[config.mk]
export PLATFORM = sky130hd
export DESIGN_NAME = vga_timing_gen
export DESIGN_NICKNAME = d
export VERILOG_FILES = /design/src/rtl/vga_timing_gen.sv
export SDC_FILE = /design/constraint.sdc
export NUM_CORES = 1
export LEC_CHECK = 0
export ABC_AREA = 1
export CAP_MARGIN = 10
export CORE_AREA = 5 5 87 89
export CTS_BUF_LIST = sky130_fd_sc_hd__clkbuf_16
export DETAILED_ROUTE_END_ITERATION = 16
export DIE_AREA = 0 0 92 94
export GPL_ROUTABILITY_DRIVEN = 0
export GPL_TIMING_DRIVEN = 0
export REMOVE_ABC_BUFFERS = 1
export SLEW_MARGIN = 20
export SYNTH_ARGS = -nofsm -noshare
export SYNTH_HDL_FRONTEND = slang
export SYNTH_SLANG_ARGS = --single-unit
export TNS_END_PERCENT = 50
[constraint.sdc]
create_clock -name clk -period 1.4 [get_ports clk]
set_input_delay 0.28 -clock clk [delete_from_list [all_inputs] [get_ports clk]]
set_output_delay 0.28 -clock clk [all_outputs]
set_load 0.005 [all_outputs]
[src/rtl/vga_timing_gen.sv]
// 640x480@60 Hz VGA raster timing with a pixel-rate divider, drawer coordinate outputs and a
// registered, blank-gated RGB/sync output stage aligned to one pixel of latency.
module vga_timing_gen #(
  parameter int unsigned CLK_DIV  = 2,
  parameter int unsigned H_ACTIVE = 640,
  parameter int unsigned H_FP     = 16,
  parameter int unsigned H_SYNC   = 96,
  parameter int unsigned H_BP     = 48,
  parameter int unsigned V_ACTIVE = 480,
  parameter int unsigned V_FP     = 10,
  parameter int unsigned V_SYNC   = 2,
  parameter int unsigned V_BP     = 33
) (
  input  logic       clk,
  input  logic       rst_n,
  output logic [9:0] counterX,
  output logic [9:0] counterY,
  output logic       video_on,
  output logic       pixel_tick,
  output logic       frame_start,
  input  logic [7:0] R_in,
  input  logic [7:0] G_in,
  input  logic [7:0] B_in,
  output logic [7:0] vga_r,
  output logic [7:0] vga_g,
  output logic [7:0] vga_b,
  output logic       vga_hs,
  output logic       vga_vs,
  output logic       vga_blank_n,
  output logic       vga_sync_n,
  output logic       vga_clk_en
);

  localparam int unsigned HTotal = H_ACTIVE + H_FP + H_SYNC + H_BP;
  localparam int unsigned VTotal = V_ACTIVE + V_FP + V_SYNC + V_BP;
  localparam int unsigned DivW   = (CLK_DIV > 1) ? $clog2(CLK_DIV) : 1;

  localparam logic [DivW-1:0] DivLast = DivW'(CLK_DIV - 1);
  localparam logic [9:0] HLast   = 10'(HTotal - 1);
  localparam logic [9:0] VLast   = 10'(VTotal - 1);
  localparam logic [9:0] HAct    = 10'(H_ACTIVE);
  localparam logic [9:0] VAct    = 10'(V_ACTIVE);
  localparam logic [9:0] HsStart = 10'(H_ACTIVE + H_FP);
  localparam logic [9:0] HsEnd   = 10'(H_ACTIVE + H_FP + H_SYNC);
  localparam logic [9:0] VsStart = 10'(V_ACTIVE + V_FP);
  localparam logic [9:0] VsEnd   = 10'(V_ACTIVE + V_FP + V_SYNC);

  logic [DivW-1:0] div_q, div_d;
  logic [9:0]      x_q, x_d, y_q, y_d;
  logic            wrap_q, wrap_d;
  logic            tick, von, hs_raw, vs_raw;

  logic [7:0]      r_q, g_q, b_q;
  logic            hs_q, vs_q, blank_n_q;

  assign tick   = (div_q == DivLast);
  assign von    = (x_q < HAct) && (y_q < VAct);
  assign hs_raw = !((x_q >= HsStart) && (x_q < HsEnd));
  assign vs_raw = !((y_q >= VsStart) && (y_q < VsEnd));

  always_comb begin
    div_d  = tick ? '0 : div_q + 1'b1;
    x_d    = x_q;
    y_d    = y_q;
    wrap_d = 1'b0;
    if (tick) begin
      if (x_q == HLast) begin
        x_d = '0;
        if (y_q == VLast) begin
          y_d    = '0;
          wrap_d = 1'b1;
        end else begin
          y_d = y_q + 10'd1;
        end
      end else begin
        x_d = x_q + 10'd1;
      end
    end
  end

  // wrap_q marks only the (0,0) reached by wrapping, never the one entered through reset.
  always_ff @(posedge clk) begin
    if (!rst_n) begin
      div_q  <= '0;
      x_q    <= '0;
      y_q    <= '0;
      wrap_q <= 1'b0;
    end else begin
      div_q  <= div_d;
      x_q    <= x_d;
      y_q    <= y_d;
      wrap_q <= wrap_d;
    end
  end

  always_ff @(posedge clk) begin
    if (!rst_n) begin
      r_q       <= '0;
      g_q       <= '0;
      b_q       <= '0;
      hs_q      <= 1'b1;
      vs_q      <= 1'b1;
      blank_n_q <= 1'b0;
    end else if (tick) begin
      r_q       <= von ? R_in : 8'h00;
      g_q       <= von ? G_in : 8'h00;
      b_q       <= von ? B_in : 8'h00;
      hs_q      <= hs_raw;
      vs_q      <= vs_raw;
      blank_n_q <= von;
    end
  end

  assign counterX    = x_q;
  assign counterY    = y_q;
  assign video_on    = von;
  assign pixel_tick  = tick;
  assign frame_start = wrap_q;
  assign vga_r       = r_q;
  assign vga_g       = g_q;
  assign vga_b       = b_q;
  assign vga_hs      = hs_q;
  assign vga_vs      = vs_q;
  assign vga_blank_n = blank_n_q;
  assign vga_sync_n  = 1'b0;
  assign vga_clk_en  = tick;

endmodule

==> results.sh, run 1 <==
export IMPL_status="finished, final reports clean"
export IMPL_fp_dieArea_um2=8650
export IMPL_leakage_nw=1.74
export IMPL_fmax_mhz=716
export IMPL_hpwl_um=4250
export IMPL_cp_num_buf_inv=1
export IMPL_core_rowCount=30
export IMPL_cts_path_max_buffers=2
export IMPL_multiInputGateArea_um2=1160
export IMPL_crit_required_ns=1.12
export IMPL_most_common_layout_cells="nand2_1, dlygate4sd2_1, nand3_1"
export IMPL_grt_max_degree=29
export IMPL_intPower_w=0.00241
export IMPL_drtPass1Iterations=4
export IMPL_clk_pin_slew_ns=0.07
export IMPL_maxSlewViolCount=0
export IMPL_setup_worst_path_start_class="flip-flop"
export IMPL_drt_first_iter_violations=56
export IMPL_synthesis_area_um2=2210
export IMPL_seqCellArea_um2=1040
export IMPL_path_max_fanout=5
export IMPL_routed_wl_um=6730
export IMPL_worst_setup_path_type="flip-flop to output port"
export IMPL_finalCritPeriodShare_pct=99.8
export IMPL_worst_path_stages=4
export IMPL_yosysSeqAreaShare_pct=44.3
export IMPL_clock_sinks=49
export IMPL_hold_viol_final=0
export IMPL_numCtsBuffers=5
export IMPL_initial_utilization_pct=33.1
export IMPL_ys_ff_latch=49
export IMPL_critical_path_top_delay_family="flip-flops"
export IMPL_n_antenna_cell=0
export IMPL_clk_latency_ns=0.29
export IMPL_p_sw_w=0.000688
export IMPL_syn_to_final_growth_pct=56.7
export IMPL_wire_per_inst_um=14.0
export IMPL_synth_area_per_cell_um2=7.23
export IMPL_rsz0062_at_grt="yes"
export IMPL_fin_nets=430
export IMPL_synth_cells=306
export IMPL_fin_skew_ns=0.00792
export IMPL_whs_path_depth=2
export IMPL_root_buffer="clkbuf_16"
export IMPL_worstHoldPathType="flip-flop to flip-flop"
export IMPL_grt_overflow_total=0
export IMPL_die_y_um=94
export IMPL_total_power_w=0.00309
export IMPL_grt_first_pass_wirelength_um=11100
export IMPL_slowest_stage="dfxtp_4"
export IMPL_power_frac_comb_pct=9.2
export IMPL_io_pins=78
export IMPL_drive_above_1_share_pct=20.7
export IMPL_die_width_um=92
export IMPL_grt_pass1_vias=2300
export IMPL_cts_max_level=2
export IMPL_whs_ns=0.449
export IMPL_track_usage_pct=16.0
export IMPL_hold_buffers=0
export IMPL_vias=2302
export IMPL_period_minus_slack_ns=1.40
export IMPL_setup_viol=0
export IMPL_synth_cell_types=27
export IMPL_drc=0
export IMPL_antenna_found_initial=0
export IMPL_clkPwrFrac_pct=43.9
export IMPL_worstSetupEndpointType="output port"
export IMPL_core_area_um2=6680
export IMPL_fill_cells=668
export IMPL_r2r_setup_slack_ns=0.08
export IMPL_cap_violations=0
export IMPL_mostFrequentLayoutCell="nand2_1"
export IMPL_cts_tree="yes"
export IMPL_crit_chain="nand2_4, nand3_4, a21oi_4, buf_2"
export IMPL_yosysWarnings=0
export IMPL_slowest_delay_ns=0.37
export IMPL_r2r_cells=8
export IMPL_powerDensity_nw_per_um2=893
export IMPL_cp_arrival_ns=1.12
export IMPL_p_seq_share_pct=46.9
export IMPL_via_per_inst=4.79
export IMPL_port_buffers=76
export IMPL_irDropWorstVdd_uv=527
export IMPL_switching_share_pct=22.2
export IMPL_ant_nets=0
through the flow:
stage	util [%]	TNS (ns)	cell area [um2]	cells	worst slack (ns)
floorplan	-	-0.258	2130	294	-0.0449
global placement	44.8	-23.50	2990	450	-0.928
detailed placement	44.8	-23.34	2990	450	-0.921
CTS	50.2	-0.135	3360	476	-0.0846
global route	51.9	-0.0735	3470	481	-0.0514
finish	51.9	0	3470	481	0.00278
sequential cells by signal (all words and copies together), names as in the netlist:
signal / flops
counterX: 10
frame_start: 1
vga_r: 8
pixel_tick: 1
counterY: 10
vga_vs: 1
vga_blank_n: 1
vga_hs: 1
vga_g: 8
vga_b: 8
cell usage after synthesis:
library cell	n	area, um2
a21oi_1	11	55.1
a21oi_4	1	16.3
a22o_1	1	8.76
a41oi_1	1	8.76
buf_2	6	30.0
buf_4	5	37.5
buf_6	1	11.3
conb_1	1	3.75
dfxtp_1	49	981
ha_1	4	50.1
inv_1	27	101
inv_2	3	11.3
nand2_1	91	342
nand2_2	3	18.8
nand3_1	44	220
nand3_2	2	20.0
nand3b_1	2	15.0
nand4_1	5	31.3
nor2_1	29	109
nor2_2	4	25.0
nor2_4	4	45.0
nor3_1	1	5.00
nor3b_1	1	7.51
nor4_1	1	6.26
o21ai_0	3	15.0
o21ai_1	4	20.0
xor2_1	2	17.5
final timing paths:
check / to / start
min: vga_r[4] / vga_r[4]
min reg2reg: vga_r[4] / vga_r[4]
max reg2reg: counterY[0] / counterX[6]
max: video_on / counterX[9]
power groups by stage:
stage	Clock (W)	Combinational (W)	Sequential (W)
after floorplan	0	0.0000834	0.00151
after global placement	0	0.000294	0.00151
after detailed placement	0	0.000295	0.00151
after CTS	0.00138	0.000296	0.00145
after global routing	0.00146	0.000321	0.00146
final	0.00136	0.000286	0.00145
worst register-to-register path: cells and delay by family (launching register included):
family | cells | cell delay, ns
compound gates | 1 | 0.13
flops | 1 | 0.35
simple gates | 5 | 0.56
buf+inv | 2 | 0.20
per-layer routing:
metal	track usage, %	part of all wire [%]	up-vias
li1	-	-	1162
met4	4.08	0.97	0
met1	19.3	42	1049
met3	6.89	11	6
met2	26.3	46	85
met5	0	0	-
cell type report:
class                      count  area share [%]
timing repair buffer          97            25.2
sequential                    49            30.1
clock inverter                 3            1.08
multi-input combinational    217            33.6
clock buffer                   5            3.61
tap                           80            2.89
inverter                      30            3.54
logic make-up after synthesis:
logic type	Yosys count	synth area share [%]
simple gates	187	38.2
flops	49	44.3
buf+inv	42	8.65
compound gates	21	5.60
fa+ha+maj	4	2.26
xor+xnor	2	0.792
other cells	1	0.170
timing repair:
item                                    CTS  global route
pin swaps                                 5             7
buffers inserted                         16             6
endpoints found under the setup margin   94            41
cloned                                    2             0
resized for setup                       102            21
Note: power is estimated with default switching activity, not from simulation.
==> run 2, diff against run 1 <==
- GPL_ROUTABILITY_DRIVEN: 0 -> unset
- SETUP_SLACK_MARGIN: unset -> 0.5
==> run 2 against run 1 <==
- die area unchanged
- routed wire length up 23%
- clock skew down 0.0034 ns
- register-to-register slack worse by 0.05 ns
- sequential share of layout area down 5.2 points
- global-route usage up 2.3 points
- sequential power about the same
- fmax down 0.11%
- largest cell class unchanged
==> results.sh, run 2 (synthesis gave the netlist of run 1 again) <==
export IMPL_via_per_inst=4.92
export IMPL_hpwl_um=4250
export IMPL_fin_skew_ns=0.00450
export IMPL_intPower_w=0.00248
export IMPL_syn_to_final_growth_pct=94.5
export IMPL_grt_overflow_total=0
export IMPL_cts_path_max_buffers=2
export IMPL_setup_worst_path_start_class="flip-flop"
export IMPL_hold_viol_final=0
export IMPL_gr_usage_met1_pct=21.4
export IMPL_worstSetupEndpointType="output port"
export IMPL_maxSlewViolCount=0
export IMPL_mostFrequentLayoutCell="nand2_1"
export IMPL_worstHoldPathType="flip-flop to flip-flop"
export IMPL_grt_pass1_vias=2585
export IMPL_cts_tree="yes"
export IMPL_leakage_nw=1.90
export IMPL_die_width_um=92
export IMPL_initial_utilization_pct=33.1
export IMPL_wire_per_inst_um=15.9
export IMPL_drive_above_1_share_pct=57.2
export IMPL_fill_cells=523
export IMPL_root_buffer="clkbuf_16"
export IMPL_numCtsBuffers=5
export IMPL_hold_buffers=0
export IMPL_cap_violations=0
export IMPL_busiest_layer="met2"
export IMPL_core_rowCount=30
export IMPL_crit_chain="nand2_4, nand3_4, a21oi_4, buf_2"
export IMPL_drtPass1Iterations=4
export IMPL_clock_sinks=49
export IMPL_track_usage_pct=18.3
export IMPL_slowest_stage="dfxtp_4"
export IMPL_irDropWorstVdd_uv=537
export IMPL_finalCritPeriodShare_pct=99.9
export IMPL_grt_max_degree=15
export IMPL_setup_tns_ns=0
export IMPL_drc=0
export IMPL_grt_first_pass_wirelength_um=12600
export IMPL_cts_max_level=2
export IMPL_p_seq_share_pct=44.9
export IMPL_die_y_um=94
export IMPL_status="finished, final reports clean"
export IMPL_clk_pin_slew_ns=0.07
export IMPL_gr_usage_met2_pct=32.2
export IMPL_power_frac_comb_pct=13.0
export IMPL_n_antenna_cell=0
export IMPL_routed_wl_um=8270
export IMPL_setup_viol=0
export IMPL_vias=2551
export IMPL_rsz0062_at_grt="yes"
export IMPL_use_met3_pct=6.33
export IMPL_core_area_um2=6680
export IMPL_port_buffers=76
export IMPL_switching_share_pct=23.4
export IMPL_finalNonFillerCells=519
export IMPL_cp_arrival_ns=1.12
export IMPL_slowest_delay_ns=0.37
export IMPL_fp_dieArea_um2=8650
export IMPL_place_gp_congestion=0.845
export IMPL_drt_first_iter_violations=70
export IMPL_clkPwrFrac_pct=42.1
export IMPL_fin_nets=468
export IMPL_path_max_fanout=3
export IMPL_worst_setup_path_type="flip-flop to output port"
export IMPL_clk_latency_ns=0.29
export IMPL_period_minus_slack_ns=1.40
export IMPL_p_sw_w=0.000758
export IMPL_most_common_layout_cells="nand2_1, buf_6, nand3_2"
export IMPL_fmax_mhz=715
export IMPL_ant_nets=0
export IMPL_powerDensity_nw_per_um2=753
export IMPL_crit_required_ns=1.12
export IMPL_antenna_found_initial=0
export IMPL_dp_cells=450
export IMPL_io_pins=78
==> run 2: cell count changes in the layout (fill, tap and decap cells not counted), sizes merged <==
cell           change
buf               +61
dlygate4sd2       -38
clkbuf            +15
dlymetal6s2s       -4
clkdlybuf4s15      +2
inv                +2
==> run 2: power by group through the flow <==
stage           logic, W  clock network (W)  registers (W)
2_1_floorplan  0.0000834                  0        0.00151
3_3_place_gp    0.000294                  0        0.00151
3_5_place_dp    0.000295                  0        0.00151
4_1_cts         0.000367            0.00138        0.00145
5_1_grt         0.000456            0.00146        0.00146
6_report        0.000420            0.00137        0.00146
==> run 2: per-stage QoR <==
stage          area, um2  util, %  worst slack (ns)  hold slack [ns]  power, W
3_3_place_gp        2990     44.8            -0.928            0.434   0.00180
2_1_floorplan       2130        -           -0.0449            0.403   0.00160
5_1_grt             4300     64.4           -0.0559            0.461   0.00338
4_1_cts             3930     58.8           0.00332            0.448   0.00320
3_5_place_dp        2990     44.8            -0.921            0.439   0.00181
6_report            4300     64.4           0.00126            0.445   0.00324
==> run 2: critical path, delay by kind of cell, from the launching register on <==
family / cells / cell delay [ns]
flops: 1 / 0.37
compound gates: 1 / 0.16
simple gates: 2 / 0.15
buf+inv: 1 / 0.14
==> run 2: final cells by class <==
cell class,instances,area (um2),share of cell area [%]
clock inverter,3,37.5,0.872
multi-input combinational,217,1540,35.8
inverter,30,138,3.20
timing repair inverter,2,12.5,0.291
sequential,49,1070,24.9
timing repair buffer,133,1280,29.7
clock buffer,5,125,2.91
tap,80,100,2.33
==> run 2: path summary, 6_finish.rpt <==
kind | startpoint | endpoint | slack, ns | depth (start not counted)
worst max-delay path | counterX[9] | video_on | 0.001 | 4
worst min-delay path | vga_g[1] | vga_g[1] | 0.44 | 2
worst max register to register | counterX[9] | vga_r[5] | 0.03 | 9
worst min register to register | vga_g[1] | vga_g[1] | 0.44 | 2
==> run 2: repair_timing <==
item / 4_1_cts / 5_1_grt
setup endpoints to repair: 100 / 100
buffers inserted: 47 / 9
gates cloned: 5 / 0
pin swaps: 21 / 34
gates resized for setup: 206 / 193
==> run 2: metal layers <==
layer,share of wire [%],routed length (um)
met5,0,0
met1,40,3350
met4,0.88,73
met2,50,4170
met3,8.2,678
